<file path="src/rtl/ram_explorer_pkg.sv">
// Shared types and sizing helpers for the RAM explorer board test.
// The optional auto-scan mode is enabled by defining RAM_SCAN_EN.
package ram_explorer_pkg;

  typedef enum logic [1:0] {
    ST_IDLE  = 2'd0,
    ST_WRITE = 2'd1,
    ST_CLEAR = 2'd2,
    ST_SCAN  = 2'd3
  } state_t;

  function automatic int depth_of(input int addr_w);
    return 1 << addr_w;
  endfunction

  // Width that holds the scan divider count 0 .. scan_div-1.
  function automatic int scan_div_w(input int scan_div);
    return $clog2(scan_div);
  endfunction

endpackage

</file>
<file path="src/rtl/ram_explorer_sync_edge.sv">
// Two-flop synchroniser for asynchronous board inputs, with a rising-edge
// strobe that is high for the first cycle the synchronised bit reads 1.
module sync_edge #(
  parameter int W = 1
) (
  input  logic         clk,
  input  logic         rst_n,
  input  logic [W-1:0] i_d,
  output logic [W-1:0] o_q,
  output logic [W-1:0] o_rise
);

  logic [W-1:0] r_meta;
  logic [W-1:0] r_sync;
  logic [W-1:0] r_prev;

  // NOTE: sequential state uses non-blocking assignments so every flop samples
  // the pre-edge value of its neighbour, which is what makes this a chain.
  always_ff @(posedge clk or negedge rst_n) begin
    if (!rst_n) begin
      r_meta <= '0;
      r_sync <= '0;
      r_prev <= '0;
    end else begin
      r_meta <= i_d;
      r_sync <= r_meta;
      r_prev <= r_sync;
    end
  end

  assign o_q    = r_sync;
  assign o_rise = r_sync & ~r_prev;

endmodule

</file>
<file path="src/rtl/ram_explorer.sv">
// Switch-driven RAM explorer: edge-triggered single writes, clear sweep and,
// when RAM_SCAN_EN is defined, an auto-scan walk over every address.
module ram_explorer
  import ram_explorer_pkg::*;
#(
  parameter int DATA_W   = 8,
  parameter int ADDR_W   = 5,
  parameter int SCAN_DIV = 25000000
) (
  input  logic              CLOCK_50,
  input  logic              RESET_N,
  input  logic [ADDR_W-1:0] addr_in,
  input  logic [DATA_W-1:0] data_in,
  input  logic              wr_req,
  input  logic              clr_req,
  input  logic              scan_mode,
  output logic [ADDR_W-1:0] cur_addr,
  output logic [DATA_W-1:0] wr_data_q,
  output logic [DATA_W-1:0] rd_data,
  output logic              busy,
  output logic              write_done
);

  localparam int DEPTH = depth_of(ADDR_W);
  localparam int BUS_W = ADDR_W + DATA_W + 1;
  localparam logic [ADDR_W-1:0] LAST_ADDR = ADDR_W'(DEPTH - 1);

  logic [BUS_W-1:0]  w_bus_s;
  logic [BUS_W-1:0]  w_bus_rise_unused;
  logic [1:0]        w_req_s_unused;
  logic [1:0]        w_req_rise;
  logic [ADDR_W-1:0] w_addr_s;
  logic [DATA_W-1:0] w_data_s;
  logic              w_scan_s;
  logic              w_clr_e;
  logic              w_wr_e;

  sync_edge #(.W(BUS_W)) u_bus_sync (
    .clk    (CLOCK_50),
    .rst_n  (RESET_N),
    .i_d    ({scan_mode, addr_in, data_in}),
    .o_q    (w_bus_s),
    .o_rise (w_bus_rise_unused)
  );

  sync_edge #(.W(2)) u_req_sync (
    .clk    (CLOCK_50),
    .rst_n  (RESET_N),
    .i_d    ({clr_req, wr_req}),
    .o_q    (w_req_s_unused),
    .o_rise (w_req_rise)
  );

  assign {w_scan_s, w_addr_s, w_data_s} = w_bus_s;
  assign w_clr_e = w_req_rise[1];
  assign w_wr_e  = w_req_rise[0];

  state_t            r_state;
  state_t            w_nxt;
  logic [ADDR_W-1:0] r_addr;
  logic [ADDR_W-1:0] r_wr_addr;
  logic [DATA_W-1:0] r_wr_data;
  logic              r_done;
  logic [DATA_W-1:0] r_rd_data;
  logic [DATA_W-1:0] r_mem [DEPTH];
  logic              w_busy;
  logic              w_we;
  logic [ADDR_W-1:0] w_waddr;
  logic [DATA_W-1:0] w_wdata;
  logic [ADDR_W-1:0] w_cur_addr;

`ifdef RAM_SCAN_EN
  localparam int DIV_W = scan_div_w(SCAN_DIV);
  localparam logic [DIV_W-1:0] DIV_LAST = DIV_W'(SCAN_DIV - 1);
  logic [ADDR_W-1:0] r_scan;
  logic [DIV_W-1:0]  r_div;
`else
  localparam int SCAN_DIV_UNUSED = SCAN_DIV;
  logic w_scan_unused;
  assign w_scan_unused = w_scan_s;
`endif

  always_ff @(posedge CLOCK_50 or negedge RESET_N) begin
    if (!RESET_N) r_state <= ST_IDLE;
    else          r_state <= w_nxt;
  end

  // Edges seen in WRITE or CLEAR have no branch here, so they are dropped.
  always_comb begin
    // NOTE: default first so no path leaves w_nxt unassigned (no latch).
    w_nxt = r_state;
    case (r_state)
      ST_IDLE: begin
        if (w_clr_e)     w_nxt = ST_CLEAR;
        else if (w_wr_e) w_nxt = ST_WRITE;
`ifdef RAM_SCAN_EN
        else if (w_scan_s) w_nxt = ST_SCAN;
`endif
      end
      ST_WRITE: w_nxt = ST_IDLE;
      ST_CLEAR: if (r_addr == LAST_ADDR) w_nxt = ST_IDLE;
`ifdef RAM_SCAN_EN
      ST_SCAN: begin
        if (w_clr_e)       w_nxt = ST_CLEAR;
        else if (w_wr_e)   w_nxt = ST_WRITE;
        else if (!w_scan_s) w_nxt = ST_IDLE;
      end
`endif
      default: w_nxt = ST_IDLE;
    endcase
  end

  always_comb begin
    w_busy     = 1'b0;
    w_we       = 1'b0;
    w_waddr    = r_wr_addr;
    w_wdata    = r_wr_data;
    w_cur_addr = r_addr;
    case (r_state)
      ST_WRITE: begin
        w_busy = 1'b1;
        w_we   = 1'b1;
      end
      ST_CLEAR: begin
        w_busy  = 1'b1;
        w_we    = 1'b1;
        w_waddr = r_addr;
        w_wdata = '0;
      end
`ifdef RAM_SCAN_EN
      ST_SCAN: w_cur_addr = r_scan;
`endif
      default: ;
    endcase
  end

  // r_addr is the manual address outside CLEAR and the sweep pointer inside it.
  always_ff @(posedge CLOCK_50 or negedge RESET_N) begin
    if (!RESET_N) begin
      r_addr    <= '0;
      r_wr_addr <= '0;
      r_wr_data <= '0;
      r_done    <= 1'b0;
    end else begin
      r_done <= (r_state == ST_WRITE);
      if (r_state == ST_CLEAR)     r_addr <= r_addr + ADDR_W'(1);
      else if (w_nxt == ST_CLEAR)  r_addr <= '0;
      else                         r_addr <= w_addr_s;
      if (w_nxt == ST_WRITE) begin
        r_wr_addr <= w_addr_s;
        r_wr_data <= w_data_s;
      end
    end
  end

`ifdef RAM_SCAN_EN
  always_ff @(posedge CLOCK_50 or negedge RESET_N) begin
    if (!RESET_N) begin
      r_scan <= '0;
      r_div  <= '0;
    end else if (r_state == ST_SCAN) begin
      if (w_clr_e || w_wr_e) begin
        r_scan <= '0;
        r_div  <= '0;
      end else if (r_div == DIV_LAST) begin
        r_scan <= r_scan + ADDR_W'(1);
        r_div  <= '0;
      end else begin
        r_div <= r_div + DIV_W'(1);
      end
    end else begin
      r_div <= '0;
    end
  end
`endif

  // NOTE: the RAM array has no reset; contents survive RESET_N by design and
  // a reset would also stop it mapping onto block RAM.
  always_ff @(posedge CLOCK_50) begin
    if (w_we) r_mem[w_waddr] <= w_wdata;
  end

  always_ff @(posedge CLOCK_50 or negedge RESET_N) begin
    if (!RESET_N) r_rd_data <= '0;
    else          r_rd_data <= r_mem[w_cur_addr];
  end

  assign cur_addr   = w_cur_addr;
  assign wr_data_q  = w_data_s;
  assign rd_data    = r_rd_data;
  assign busy       = w_busy;
  assign write_done = r_done;

endmodule
</file>
<file path="config.mk">
export PLATFORM = sky130hd
export DESIGN_NAME = ram_explorer
export DESIGN_NICKNAME = d
export VERILOG_FILES = /design/src/rtl/ram_explorer_pkg.sv /design/src/rtl/ram_explorer_sync_edge.sv /design/src/rtl/ram_explorer.sv
export SDC_FILE = /design/constraint.sdc
export NUM_CORES = 1
export LEC_CHECK = 0
export ABC_AREA = 1
export BUFFER_PORTS_ARGS = -buffer_cell sky130_fd_sc_hd__buf_2
export CORE_AREA = 5 5 197 161
export DETAILED_ROUTE_END_ITERATION = 10
export DIE_AREA = 0 0 202 166
export GPL_TIMING_DRIVEN = 0
export HOLD_SLACK_MARGIN = 0.05
export MAX_ROUTING_LAYER = met4
export PLACE_DENSITY_LB_ADDON = 0.2
export SYNTH_ARGS = -nofsm -noshare
export SYNTH_HDL_FRONTEND = slang
export SYNTH_SLANG_ARGS = --single-unit
</file>
<file path="constraint.sdc">
create_clock -name CLOCK_50 -period 5.49 [get_ports CLOCK_50]
set_input_delay 1.098 -clock CLOCK_50 [delete_from_list [all_inputs] [get_ports CLOCK_50]]
set_output_delay 1.098 -clock CLOCK_50 [all_outputs]
set_load 0.01 [all_outputs]
</file>
======== Word level (Yosys, flattened, before mapping) ========
Memories as Yosys holds them, arrays and structs flattened. A register that Yosys moved wholly into a read port is not among the register bits.
Index checks and enable logic that the tools add are counted.
word-level totals
  flip-flop bits (word level) ............. 53
  memory bits (writable) .................. 256
  input bits .............................. 18
  output and inout bits ................... 23
  logic and storage cells ................. 33
  memories kept ........................... 1
cells by class
  $add $sub $neg .......................... 1
  equal/unequal tests ..................... 5
  multiplexer cells ....................... 11
  bitwise gates (word level) .............. 2
  reduce and logical (&&, ||, !) cells .... 3
memory list
  name   depth  width  rd ports  clocked after Yosys merged registers in  wr ports  line                text
  r_mem  32     8      1         1                                        1         ram_explorer.sv:65  logic [DATA_W-1:0] r_mem [DEPTH];
operators with widths
  operator               number
  $mux W5                3
  $mux W8                1
  $mux W2                3
  $add A5 B1 Y5 const B  1
  $eq A5 B5 Y1 const B   1
  $eq A2 B1 Y1 const B   2
  $eq A2 B2 Y1 const B   2
  $pmux W2 S2            1
  $mux W1                3
  $and A2 B2 Y2          1
  $logic_not A2 Y1       1
  $not A2 Y2             1
  $reduce_or A2 Y1       1
  $logic_not A1 Y1       1

======== Logic depth before layout (Yosys ltp) ========
Gate-level depths: netlist (run 1).
  word-level depth ........................ 8
  mapped depth ............................ 12
  gate-level depth less buffers ........... 10

======== Modules after synthesis ========
A second synthesis (run 1) with hierarchy kept.
unflattened totals
  cell total of the unflattened synthesis .. 1232
  area, all modules ....................... 13456.7 µm²
by module, submodules not included
  module                  times used  cells each  area each (µm²)  seq. area each (µm²)
  ram_explorer            1           1152        12095.4          8413.1
  sync_edge (u_bus_sync)  1           70          1191.1           1051.0
  sync_edge (u_req_sync)  1           10          170.2            150.1

======== Least setup slack after synthesis (run 1) ========
OpenSTA, ideal clock, no wires.
  kind .................................... flip-flop to flip-flop
  start point ............................. register r_state[0]
  end point ............................... memory r_mem[0][0] (data pin)
  library setup time ...................... 0.352 ns
  arrival ................................. 1.854 ns
  required time ........................... 5.138 ns
  path slack .............................. 3.284 ns
  cell stages (with the launch flop) ...... 6
  buffers on the path ..................... 2
  clock period less this slack ............ 2.206 ns
  path through ............................ dfrtp_1 > inv_1 > ha_1 > buf_6 > clkbuf_1 > nor2_1
on the way
  word-level cells in the longest chain between the ends .. 2
ends and longest elaborated chain
  what                    line                 text
  from (decl)             ram_explorer.sv:58   state_t r_state;
  from (signal assigned)  ram_explorer.sv:85   else r_state <= w_nxt;
  $eq A2 B2 Y1            ram_explorer.sv:119  case (r_state)
  $mux W8                 ram_explorer.sv:119
  net w_wdata[0]          ram_explorer.sv:69   logic [DATA_W-1:0] w_wdata;
  to (decl)               ram_explorer.sv:65
The timed path passes the listed nets, and every way through them passes these cells.

======== Final worst setup path (run 1) ========
  start point ............................. register r_state[1]
  end point ............................... output busy
on the way
  word-level cells in the longest chain between the ends .. 3
  elaborated cells on any way between the ends .. 4
  those cells by class .................... 2 x eq/ne; 1 x mux; 1 x reduce/logical
ends and longest elaborated chain
  what                                                 line                 text
  $eq A2 B1 Y1 / $eq A2 B2 Y1 (equally long branches)  ram_explorer.sv:119
  $reduce_or A2 Y1 (no source line) (*)                --
  $mux W1 (*)                                          ram_explorer.sv:119
  to (decl)                                            ram_explorer.sv:20   output logic busy,
Every way passes the cells marked *; elsewhere a longest branch is shown, timed or not.

==> results of run 1 <==
[stage by stage]
| stage | hold slack, ps | worst slack [ps] |
|---|---|---|
| detailed placement | 335 | 2790 |
| global route | 357 | 2610 |
| CTS | 348 | 2720 |
| global placement | 331 | 1510 |
| finish | 345 | 2750 |
| floorplan | 331 | 3280 |
[kinds of logic after synthesis]
family                   Yosys count
buffers and inverters            186
adder cells (fa/ha/maj)            5
AND/OR/NAND/NOR                  645
flip-flops                       317
AO/OA/AOI/OAI                     52
[power groups by stage]
stage               clock network, mW  registers (mW)  logic, mW
finish                           2.35            3.28       3.12
CTS                              2.39            3.28       3.11
global route                     2.50            3.31       3.44
detailed placement                  0            3.33       3.10
floorplan                           0            3.33       1.83
global placement                    0            3.35       2.96
[how the worst min path moves through the flow]
stage	cells after the start	startpoint	to	slack [ps]
6_report	0	u_bus_sync.r_meta[12]	u_bus_sync.o_q[12]	350
3_5_place_dp	0	u_bus_sync.r_meta[8]	u_bus_sync.o_q[8]	330
2_1_floorplan	0	u_bus_sync.r_meta[0]	u_bus_sync.o_q[0]	330
5_1_grt	0	u_bus_sync.r_meta[11]	u_bus_sync.o_q[11]	360
4_1_cts	0	u_bus_sync.r_meta[8]	u_bus_sync.o_q[8]	350
3_3_place_gp	0	u_req_sync.r_meta[1]	u_req_sync.o_q[1]	330
[Yosys cell counts]
cell type  number
nand2_1       412
edfxtp_1      256
nand3_1       129
inv_1         116
nor2_1         97
dfrtp_1        61
buf_2          36
a21oi_1        17
o21ai_1        13
buf_4          12
o21ai_0        10
buf_6           7
o211ai_1        7
clkbuf_1        6
inv_2           6
ha_1            5
nand3_2         5
o21ai_2         5
buf_1           1
clkinv_1        1
inv_4           1
nor3_1          1
or2_2           1
[metal layers]
layer	wire, um	part of all wire (%)
met1	15400	47
met2	13900	42
met4	784	2.4
met5	0	0
met3	2740	8.3
[cell type report]
cell class              count  area [um2]  share of cell area (%)
plain buffers              62         375                    2.51
clock buffers              49        1020                    6.81
clock inverters            12         133                   0.885
inverters                 124         468                    3.12
multi-input cells         702        3030                    20.2
flip-flops and latches    317        9210                    61.5
well taps                 383         479                    3.20
repair buffers             42         268                    1.79
[flip-flops by register name, summed over array words and instances (netlist names)]
register,count
u_bus_sync.r_meta,13
r_mem,256
r_state,2
write_done,1
r_wr_data,8
u_req_sync.r_prev,2
cur_addr,5
u_req_sync.o_q,2
r_wr_addr,5
rd_data,8
u_req_sync.r_meta,2
u_bus_sync.o_q,13
[worst max-delay path: stages, from the launching register on]
cell,delay (ps)
dfrtp_1,390
inv_1,80
ha_1,470
buf_2,200
==> summary.txt, run 1 <==
Synthesis
  – Simple-gate area share of the yosys netlist: around 20%
  – Post-Syn Instances: approximately 1.2k
  – Mapped Nets: 1228
  – Synth Area per Inst: between 10 and 15 um2
  – Sequential-to-total area share from yosys stat: a little over two thirds
  – Mux cell area share after synthesis: 0%
  – Post-Synth Adder-Cell Area: less than 1%
  – Library cells used by synthesis: 23
  – Synth warnings: 0
  – Xor and xnor area share after synthesis: 0%
  – Yosys top cell by area: edfxtp_1
  – Synth top area cells: edfxtp_1 59%, nand2_1 12%, dfrtp_1 12%
  – #FFs+latches synth: 317
  – Mapped Area: 0.0130 mm2
  – Synth top area share: 59.0%
  – Main combinational cell family by area after synthesis: simple AND/OR/NAND/NOR gates
  – Synth Area in Compound Gates: 2.28%

Timing
  – Period Utilization, post-route: 50.0%
  – F_max: 0.365 GHz
  – Slew Limit Fails: 0
  – Final setup skew: 16.2 ps
  – Post-layout minimum cycle time: around 2700 ps
  – Slew HR: 34.5%
  – Final setup violation count: 0
  – Hold violation total from the final report: 0
  – RSZ-0062 raised after global routing: false
  – TNS Setup: 0 ps
  – Slew of the pin with the lowest slew margin: 981 ps

Setup path
  – WP data arrival: 1640 ps
  – CP Class: reg -> out
  – End of the critical path: busy
  – Worst reg2reg path endpoint: r_mem[12][6]
  – Critical path endpoint category: output port
  – Worst reg2reg startpoint: r_state[0]
  – Critical Path Source: r_state[1]
  – CP Launch Type: flop
  – R2R depth: 7
  – Crit-path max FO: 5
  – Flop-to-flop setup slack: around 2800 ps
  – Worst Path Required: 4390 ps

Final layout
  – Final core utilization: 50.4%
  – Number of fill cells: 2637
  – Commonest non-fill, non-tap cells in the layout: 412 x nand2_1, 256 x edfxtp_1, 129 x nand3_1
  – Fin area: 0.0150 mm2
  – Synth-to-layout area growth: 15.0%
  – Commonest non-fill, non-tap cell in the layout: nand2_1
  – Final Net Count: 1306
  – Non-Filler Instances: 1691
  – Number of diodes: 0
  – Layout cells sized above 1: 13.4%

Clocking
  – TritonCTS clock tree: yes
  – CTS resizes: 0
  – CTS Root Cell: clkbuf_16
  – Clock slew at reported path FFs: 60 ps
  – Worst-Skew Late Latency: 520 ps
  – Total clock buffers created by CTS: 34
  – H-tree depth: 2
  – Post-CTS setup buffer count: 0
  – Hold Buf Count CTS: 0
  – CTS Buffer Depth: 3
  – Clk sinks: 317

Power and ir drop
  – Switching share of power: about 38%
  – Power density over cell area: 584 mW/mm2
  – LEAKAGE: 6.27 nW
  – Peak supply drop: 0.316 mV
  – Sequential share of power: 37.5%
  – Clock power frac: 26.8%
  – Combinational share of power: 35.7%
  – Psw: 3.32 mW
  – Total Power: slightly below 9 mW
  – Int Pwr: 5.43 mW

Hold path
  – Hold Crit Class: reg -> reg

Global route
  – Met3 Use GR: 4.55%
  – Vias in the first global route: approximately 8.4k
  – GRT met1 Usage: 30.2%
  – Initial antenna violation count: 0
  – M2 GR Usage: 28.1%
  – Gr busiest metal: met1
  – Grt ovf: 0
  – Largest net degree at the start of global routing: 62
  – Total GRT Usage: 20.2%
  – First-pass GRT wire length: 49.9 mm

Floorplanning
  – Die Y: around 170 um
  – Initial Utilization: 43.8%
  – Ports: a little over 40
  – Core Footprint: 0.0297 mm2
  – Die Footprint: 0.0335 mm2
  – Die width: slightly above 200 um
  – Rows: 57

Placed design
  – Area post-placement: 0.0138 mm2
  – Final RePlAce weighted congestion: 0.862
  – Port bufs: 39
  – Cells after DPL: 1630
  – Post-DP HPWL: ~22 mm

Detailed routing
  – Via count: 8591
  – Pre-antenna DRT Iters: 5
  – DRC viols: 0
  – DR iter-0 viols: roughly 720
  – Via density: ~5.1
  – Total Wirelength: around 33 mm
  – Wire per inst: 19.4 um
  – Antenna Violating Nets Remaining: 0

Run status
  – Status: finished, final reports clean

Run
  – Max Cap Viol: 0
(Power assumes the default switching activity.)
==> run 2: changes to the inputs <==
- ABC_AREA: 1 -> 0
- CORE_AREA: 5 5 197 161 -> 5 5 190 155
- DIE_AREA: 0 0 202 166 -> 0 0 195 160
- clock period: 5.49 -> 2.85 ns (I/O delays scaled with it)
==> summary.txt, run 2 <==
Floorplanning
  – Die Y: 160 um (-3.6%)
  – Die width: 195 um (-3.5%)
  – Ports: 41 (unchanged)
  – Core Footprint: 0.0272 mm2 (-8.7%)
  – Initial Utilization: 44.5% (+0.68 points)
  – Rows: 54 (-5.3%)
  – Die Footprint: 0.0312 mm2 (-7.0%)

Timing
  – Final setup skew: 8.64 ps (-7.53 ps)
  – Hold violation total from the final report: 0 (unchanged)
  – Post-layout minimum cycle time: 2930 ps
  – Period Utilization, post-route: 103%
  – Slew of the pin with the lowest slew margin: 1040 ps (+60.2 ps)
  – Final setup violation count: 17 (+17)
  – Slew HR: 30.1% (-4.3 points)
  – RSZ-0062 raised after global routing: true
  – Setup WS post-layout: -79.8 ps (-2830 ps)
  – F_max: around 0.34 GHz
  – Slew Limit Fails: 0 (unchanged)

Synthesis
  – Asr flop ratio synth: 19.2% (unchanged)
  – Xor and xnor area share after synthesis: 0.145% (+0.14 points)
  – #FFs+latches synth: 317 (unchanged)
  – Synth Area per Inst: 19.4 um2 (+80%)
  – Simple-gate area share of the yosys netlist: 3.12% (-17 points)
  – Post-Syn Instances: 622 (-48%)
  – Sequential-to-total area share from yosys stat: 76.2% (+5.5 points)
  – Yosys top cell by area: edfxtp_1
  – Mapped Area: 0.0121 mm2 (-7.3%)
  – Synth warnings: 0 (unchanged)
  – Synth top area cells: edfxtp_1 64%, dfrtp_1 13%, mux4_2 9.3%
  – Synth top cells by count: 256 x edfxtp_1, 61 x dfrtp_1, 50 x mux4_2
  – Main combinational cell family by area after synthesis: multiplexers
  – Mux cell area share after synthesis: 13.4% (+13 points)
  – Synth Area in Compound Gates: 4.48% (+2.2 points)
  – Number of synthesized flops with an enable pin: 256 (unchanged)
  – Mapped Nets: 645 (-47%)
  – Top_reg_cell synth: edfxtp_1
  – Library cells used by synthesis: 39 (+70%)
  – Cell with the most instances after synthesis: edfxtp_1
  – Synth top area share: 63.6% (+4.6 points)
  – Post-Synth Adder-Cell Area: 0.518% (+0.038 points)

Setup path
  – CP Launch Type: flop
  – CP Class: reg -> reg
  – WP data arrival: 3110 ps (+1470 ps)
  – Worst Path Required: 3030 ps (-1360 ps)
  – Crit-path max FO: 10 (+5)
  – R2R depth: 6 (-1)
  – Critical path endpoint category: flop

Placed design
  – Final RePlAce weighted congestion: 0.857 (-0.56%)
  – Cells after DPL: 1033 (-37%)
  – Port bufs: 39 (unchanged)
  – Post-DP HPWL: 18.3 mm (-16%)

Power and ir drop
  – LEAKAGE: 4.81 nW (-23%)
  – Power density over cell area: 1110 mW/mm2 (+90%)
  – Peak supply drop: 0.537 mV (+70%)

Run status
  – Failing checks: negative setup slack
  – Status: finished, violations left

Detailed routing
  – Via density: 5.62 (+11%)
  – Pre-antenna DRT Iters: 5 (unchanged)
  – Antenna Violating Nets Remaining: 0 (unchanged)
  – DR iter-0 viols: 669 (-7.0%)
  – Total Wirelength: 26.9 mm (-18%)
  – Wire per inst: 24.7 um (+27%)
  – Via count: 6125 (-29%)
  – DRC viols: 0 (unchanged)

Clocking
  – Clk sinks: 317 (unchanged)
  – CTS resizes: 30 (+30)
  – Clock slew at reported path FFs: 60 ps (about the same)
  – CTS Buffer Depth: 3 (unchanged)
  – H-tree depth: 1 (-1)
  – Hold Buf Count CTS: 0 (unchanged)
  – Post-CTS setup buffer count: 0 (unchanged)
  – TritonCTS clock tree: yes
  – CTS Root Cell: clkbuf_16
  – Worst-Skew Late Latency: 540 ps (+20 ps)
  – Total clock buffers created by CTS: 31 (-8.8%)

Final layout
  – Commonest non-fill, non-tap cell in the layout: edfxtp_1
  – Final core utilization: 51.8% (+1.4 points)
  – Final Net Count: 724 (-45%)
  – Max reg flops: 256 (unchanged)
  – Synth-to-layout area growth: 16.5%
  – Layout cells sized above 1: 30.8% (+17 points)
  – Number of diodes: 0 (unchanged)
  – Non-Filler Instances: 1089 (-36%)
  – Commonest non-fill, non-tap cells in the layout: 256 x edfxtp_1, 61 x dfrtp_1, 50 x mux4_2
  – Most flops, register: r_mem

Global route
  – Initial antenna violation count: 1 (+1)
  – First-pass GRT wire length: 40.6 mm (-19%)
  – Grt ovf: 0 (unchanged)
  – Largest net degree at the start of global routing: 38 (-39%)
  – Vias in the first global route: 6369 (-24%)
  – Total GRT Usage: 17.7% (-2.6 points)

Hold path
  – Hold Crit Class: in -> async

Run
  – Max Cap Viol: 0 (unchanged)
-- run 2: cell types whose count changed in the layout (fill, tap and decap cells not counted), moves of 10 or more --
cell,change
o21ai_1,-12
a22oi_1,+19
buf_2,-31
nor2_2,+19
mux4_2,+50
nand2_1,-394
nor2_1,-82
inv_1,-111
nand3_1,-125
mux2i_1,+30
mux2_4,+10
-- run 2: path summary, 6_finish.rpt --
| path | endpoint | from | slack [ps] |
|---|---|---|---|
| max in group asynchronous | u_bus_sync.r_meta[1] | RESET_N | 2150 |
| hold reg to reg | u_req_sync.o_q[1] | u_req_sync.r_meta[1] | 350 |
| min in group CLOCK_50 | u_bus_sync.r_meta[11] | addr_in[3] | 130 |
| setup reg to reg | r_mem[17][4] | r_state[0] | -80 |
| setup / recovery | r_mem[17][4] | r_state[0] | -80 |
| hold / removal | r_wr_data[6] | RESET_N | 70 |
-- run 2: cell families (layout without fill, tap and decap cells) --
group | count (synthesis) | count (layout)
AOI/OAI and AO/OA | 77 | 77
buffers and inverters | 44 | 147
and+or+nand+nor | 83 | 83
adders and majority gates | 5 | 5
muxes | 94 | 94
xor gates and xnor gates | 2 | 2
DFF | 317 | 317
-- run 2: critical path, cell delays in order, from the launching register on --
cell	delay [ps]
dfrtp_1	420
inv_2	100
ha_1	220
clkbuf_1	400
mux2i_1	450
nand2_1	390
nor2_2	580
-- run 2: per-layer routing --
| layer | GRT usage [%] | routed length [um] | share of wire (%) | up-vias |
|---|---|---|---|---|
| li1 | - | - | - | 2641 |
| met1 | 25.8 | 11500 | 43 | 3189 |
| met2 | 26.5 | 12600 | 47 | 250 |
| met3 | 3.56 | 2220 | 8.3 | 45 |
| met4 | 3.27 | 488 | 1.8 | 0 |
| met5 | - | 0 | 0 | - |
-- run 2: area by class of cell --
class                           instances  area [um2]
Buffer                                 37         235
Clock buffer                           51         926
Clock inverter                          6        83.8
Fill cell                            2202       13100
Inverter                                6        22.5
Multi-Input combinational cell        261        2780
Sequential cell                       317        9210
Tap cell                              364         455
Timing Repair Buffer                   47         358
-- run 2: where the power goes --
group | switching [mW] | leakage, nW | internal [mW] | total, mW
logic | 3.27 | 1.28 | 1.91 | 5.17
clock network | 1.60 | 0.497 | 2.39 | 3.98
registers | 0.217 | 3.04 | 6.22 | 6.44
total | 5.08 | 4.81 | 10.5 | 15.6
-- run 2: stage by stage --
stage / hold WS [ps] / TNS [ps] / total power [mW] / cell area [um2] / worst slack, ps
6_report: 69.9 / -749 / 15.6 / 14100 / -79.8
5_1_grt: 94.1 / -16560 / 16.3 / 14100 / -177
4_1_cts: 66.1 / -1430 / 15.7 / 14000 / -164
3_5_place_dp: 335 / -38000 / 11.6 / 12900 / -311
3_3_place_gp: 332 / -189930 / 11.2 / 12700 / -985
2_1_floorplan: 274 / 0 / 9.49 / 12100 / 283
